**src/rtl/sync_fifo_flags.sv**
```systemverilog
// Parametrised single-clock FIFO with occupancy count, almost flags, sticky errors and optional FWFT read.
// Flags follow a write or read by 1 cycle; full drops writes, empty ignores reads, and both set a sticky error.
module sync_fifo_flags #(
  parameter int DATA_WIDTH = 8,
  parameter int DEPTH      = 16,
  parameter int AF_THRESH  = DEPTH - 2,
  parameter int AE_THRESH  = 2,
  parameter bit FWFT       = 1'b0
) (
  input  logic                         clk,
  input  logic                         rst,
  input  logic                         wr_en,
  input  logic [DATA_WIDTH-1:0]        din,
  input  logic                         rd_en,
  output logic [DATA_WIDTH-1:0]        dout,
  output logic                         full,
  output logic                         empty,
  output logic                         almost_full,
  output logic                         almost_empty,
  output logic [$clog2(DEPTH):0]       cnt,
  output logic                         overflow,
  output logic                         underflow,
  input  logic                         clr_err
);

  localparam int AW = $clog2(DEPTH);
  localparam int CW = AW + 1;

  localparam logic [CW-1:0] FULL_CNT = CW'(DEPTH);
  localparam logic [CW-1:0] AF_CNT   = CW'(AF_THRESH);
  localparam logic [CW-1:0] AE_CNT   = CW'(AE_THRESH);

  logic [DATA_WIDTH-1:0] mem [DEPTH];
  logic [AW-1:0]         rd_ptr;
  logic [AW-1:0]         wrt_ptr;
  logic [CW-1:0]         cnt_q;
  logic                  wr_acc;
  logic                  rd_acc;

  // Flags decode only the registered count, so acceptance always sees pre-edge state.
  assign full         = (cnt_q == FULL_CNT);
  assign empty        = (cnt_q == '0);
  assign almost_full  = (cnt_q >= AF_CNT);
  assign almost_empty = (cnt_q <= AE_CNT);
  assign cnt          = cnt_q;

  assign wr_acc = wr_en && !full;
  assign rd_acc = rd_en && !empty;

  always_ff @(posedge clk or posedge rst) begin
    if (rst) begin
      rd_ptr  <= '0;
      wrt_ptr <= '0;
      cnt_q   <= '0;
    end else begin
      if (wr_acc) wrt_ptr <= wrt_ptr + AW'(1);
      if (rd_acc) rd_ptr  <= rd_ptr + AW'(1);
      case ({wr_acc, rd_acc})
        2'b10:   cnt_q <= cnt_q + CW'(1);
        2'b01:   cnt_q <= cnt_q - CW'(1);
        default: cnt_q <= cnt_q;
      endcase
    end
  end

  // A fresh error outranks a simultaneous clear.
  always_ff @(posedge clk or posedge rst) begin
    if (rst) begin
      overflow  <= 1'b0;
      underflow <= 1'b0;
    end else begin
      overflow  <= (wr_en && full)  || (overflow  && !clr_err);
      underflow <= (rd_en && empty) || (underflow && !clr_err);
    end
  end

  always_ff @(posedge clk) begin
    if (wr_acc && !rst) mem[wrt_ptr] <= din;
  end

  generate
    if (FWFT) begin : g_fwft
      assign dout = mem[rd_ptr];
    end else begin : g_std
      logic [DATA_WIDTH-1:0] dout_q;
      always_ff @(posedge clk or posedge rst) begin
        if (rst)         dout_q <= '0;
        else if (rd_acc) dout_q <= mem[rd_ptr];
      end
      assign dout = dout_q;
    end
  endgenerate

endmodule

```
**config.mk**
```make
export PLATFORM = sky130hd
export DESIGN_NAME = sync_fifo_flags
export DESIGN_NICKNAME = d
export VERILOG_FILES = /design/src/rtl/sync_fifo_flags.sv
export SDC_FILE = /design/constraint.sdc
export NUM_CORES = 1
export LEC_CHECK = 0
export ABC_AREA = 1
export CORE_ASPECT_RATIO = 1.25
export CORE_MARGIN = 2
export CORE_UTILIZATION = 60
export DETAILED_ROUTE_END_ITERATION = 8
export PLACE_DENSITY = 0.8
export SYNTH_ARGS = -nofsm -noshare
export SYNTH_HDL_FRONTEND = slang
export SYNTH_SLANG_ARGS = --single-unit
export TNS_END_PERCENT = 5
```
**constraint.sdc**
```tcl
create_clock -name clk -period 2.39 [get_ports clk]
set_input_delay 0.478 -clock clk [delete_from_list [all_inputs] [get_ports clk]]
set_output_delay 0.478 -clock clk [all_outputs]
set_load 0.005 [all_outputs]
```
==> results of run 1 <==
-- state kept, by name (all words and copies together) (netlist names) --
signal,cells
underflow,1
dout,8
overflow,1
mem,128
wrt_ptr,4
rd_ptr,4
cnt,5
-- through the flow --
stage          cells  utilization [%]  total power [mW]  setup WS [ns]  instance area (um2)
6_report         721             72.8              8.95          0.141                 7430
5_1_grt          721             72.8              9.44         0.0324                 7430
4_1_cts          721             72.8              8.93          0.104                 7430
3_5_place_dp     689             67.5              6.49         0.0345                 6890
3_3_place_gp     689             67.5              6.38          0.108                 6890
2_1_floorplan    523                -              5.47          0.207                 6340
-- layer usage --
layer  up-vias  part of all wire, %  wire length [um]  global-route usage [%]
li1       1976                    -                 -                       -
met1      2001                   39              5190                    31.5
met2       225                   50              6770                    41.3
met3        35                  8.0              1070                    6.07
met4         0                  2.8               378                    12.7
met5         -                    0                 0                       0
-- final timing paths --
check | slack, ns | to | startpoint | depth (start not counted)
max reg2reg | 0.23 | cnt[4]$_DFFE_PP0P_ | cnt[2]$_DFFE_PP0P_ | 13
max in group asynchronous | 1.47 | cnt[2]$_DFFE_PP0P_ | rst | 3
min in group clk | 0.48 | dout[0]$_DFFE_PP0N_ | dout[0]$_DFFE_PP0N_ | 2
min | 0.33 | wrt_ptr[2]$_DFFE_PP0P_ | rst | 2
max | 0.14 | empty | cnt[2]$_DFFE_PP0P_ | 4
min reg2reg | 0.48 | dout[0]$_DFFE_PP0N_ | dout[0]$_DFFE_PP0N_ | 2
-- layout by cell type (no fill, tap or decap) --
master / instances
buf_12: 1
nand3_2: 2
nand2_1: 37
clkinv_2: 2
nor2_2: 1
nand4_1: 5
xor2_1: 9
clkinv_4: 5
a21oi_1: 1
dfrtp_2: 3
ha_1: 8
o211ai_1: 32
nor2_1: 118
inv_1: 17
buf_4: 34
inv_4: 1
inv_6: 5
o21ai_1: 38
clkbuf_16: 17
dfrtp_1: 20
clkinvlp_4: 3
inv_2: 3
o21ai_0: 41
nor2_4: 1
clkinv_1: 1
nand3_1: 17
nand2_4: 1
clkdlybuf4s50_1: 31
xnor2_1: 2
a31oi_1: 5
edfxtp_1: 128
nand2_2: 3
-- critical path: cells and delay by family (launching register included) --
kind,cells,cell delay (ns)
buf+inv,2,0.59
flops,1,0.46
simple gates,2,0.31
-- cell type report --
cell class              instances  share of cell area [%]
flip-flops and latches        151                    59.5
multi-input cells             321                    22.0
repair buffers                 66                    7.88
clock buffers                  17                    5.72
well taps                     129                    2.17
clock inverters                15                    1.62
inverters                      22                    1.14
-- what timing repair did --
action,4_1_cts,5_1_grt
endpoints found under the setup margin,0,1
buffers inserted,0,0
resized for setup,0,1
-- power by group --
part / total, mW / switching [mW] / internal [mW] / leakage, nW
Combinational: 3.00 / 1.78 / 1.22 / 0.992
Clock: 2.42 / 1.08 / 1.34 / 0.261
Sequential: 3.53 / 0.359 / 3.17 / 1.42
-- logic make-up after synthesis --
| logic type | count (synthesis) | synth area share (%) |
|---|---|---|
| AOI/OAI and AO/OA | 117 | 10.6 |
| and+or+nand+nor | 185 | 12.1 |
| xor gates and xnor gates | 11 | 1.52 |
| DFF | 151 | 69.7 |
| adders and majority gates | 8 | 1.58 |
| buffers and inverters | 51 | 4.48 |
==> run_results.csv, run 1 <==
group,metric,value,unit
outcome,outcome,"finished clean",
clock_network,htreeDepth,4,
global_routing,grt_pass1_wl,21100,um
layout,fillCellCount,608,
global_routing,grt_pass1_vias,4086,
layout,area_delta_synth_final,17.3,%
setup_path,critPathRequiredTime,1.91,ns
synthesis,synth_common_cells,"128 x edfxtp_1, 118 x nor2_1, 41 x o21ai_0",
synthesis,yosysWarnings,0,
floorplanning,ioPinCount,32,
floorplanning,core,0.0102,mm2
global_routing,antenna_found_initial,0,
timing,fin_hold_ws,0.327,ns
timing,fin_crit_sh,94.1,%
setup_path,crit_path_top_delay_cell,"clkdlybuf4s50_1",
floorplanning,die_y,119,um
synthesis,syn-instance-count,523,
layout,regArea,0.00442,mm2
layout,n_antenna_cell,0,
placement,hpwl,8360,um
timing,clock.fmax,445,MHz
timing,drv_slew,0,
clock_network,clk_path_buf_depth,2,
clock_network,clkTransAtPathRegs,0.06,ns
pwr,p_per_area,1200,mW/mm2
synthesis,synth_edf_count,128,
setup_path,critPathKind,"reg -> out",
timing,final-setup-viol-count,0,
floorplanning,fp-row-count,41,
route,drtPass1Iterations,5,
synthesis,syn_nets,544,
setup_path,worst-path-max-fanout,7,
setup_path,critPathCaptureType,"primary output",
setup_path,crit_chain,"nor2_2, nand3_2, inv_1, clkdlybuf4s50_1",
global_routing,grt_start_max_net_pins,59,
timing,slew_headroom,55.3,%
route,drt_iter0_drc,423,
layout,nets,600,
synthesis,async_flop_share,15.2,%
timing,setup-tns-final,0,ns
job,cap_violations,0,
route,postRouteAntennaNets,0,
placement,place_congestion,0.798,
floorplanning,initial_core_util,62.1,%
timing,hold_viol,0,
route,wl_per_cell,18.6,um
setup_path,arrival,1.77,ns
synthesis,yosysUniqueCellTypes,27,
timing,fin_crit,2.25,ns
timing,fin_worst_skew,0.0137,ns
clock_network,cts_buffers,17,
route,viasPerCell,5.88,
timing,grt_setup_unrepaired,"false",
layout,final_layout_size_suffix_gt1_share,13.9,%
route,route.detailed.drc,0,
route,drt-total-wl,13400,um
synthesis,synth_ff_type,"edfxtp_1",
clock_network,cts_tree,"done",
synthesis,ys_seq_area_share,69.7,%
floorplanning,die-area,0.0114,mm2
synthesis,synth_seq_cells,151,
synthesis,syn-cell-area,0.00634,mm2
setup_path,slowest_delay,0.49,ns
hold_path,min_path_type,"in -> async",
synthesis,synth_top_cell_by_area,"edfxtp_1",
pwr,vdd_drop_max,0.000484,V
global_routing,track_usage,25.4,%
synthesis,syn_avg_cell_area,12.1,um2
route,vias,4237,
synthesis,synth_top_area_share,60.7,%
synthesis,synth.most_common_cell,"edfxtp_1",
placement,portBuffers,31,
layout,multiInputGateArea,0.00163,mm2
pwr,leakage,2.68,nW
floorplanning,die_w,95.9,um
synthesis,synth_area_leaders,"edfxtp_1 61%, dfrtp_1 9.1%, nor2_1 7.0%",
timing,tightest_slew,0.668,ns
clock_network,cts_root_buf,"clkbuf_16",
clock_network,cts_hold_buf,0,
clock_network,clock-sinks,151,
clock_network,clock_latency,0.42,ns
global_routing,grt_overflow_total,0,
setup_path,worstSetupStartpointType,"register",
(Power assumes the default switching activity.)
==> inputs of run 2 (changes only) <==
--- a/config.mk
+++ b/config.mk
@@ -9,6 +9,7 @@
 export CORE_ASPECT_RATIO = 1.25
 export CORE_MARGIN = 2
 export CORE_UTILIZATION = 60
+export CTS_CLUSTER_DIAMETER = 60
 export DETAILED_ROUTE_END_ITERATION = 8
 export PLACE_DENSITY = 0.8
 export SYNTH_ARGS = -nofsm -noshare
==> results of run 2 <==
No change in the layout: final DEF, timing and power equal those of run 1.
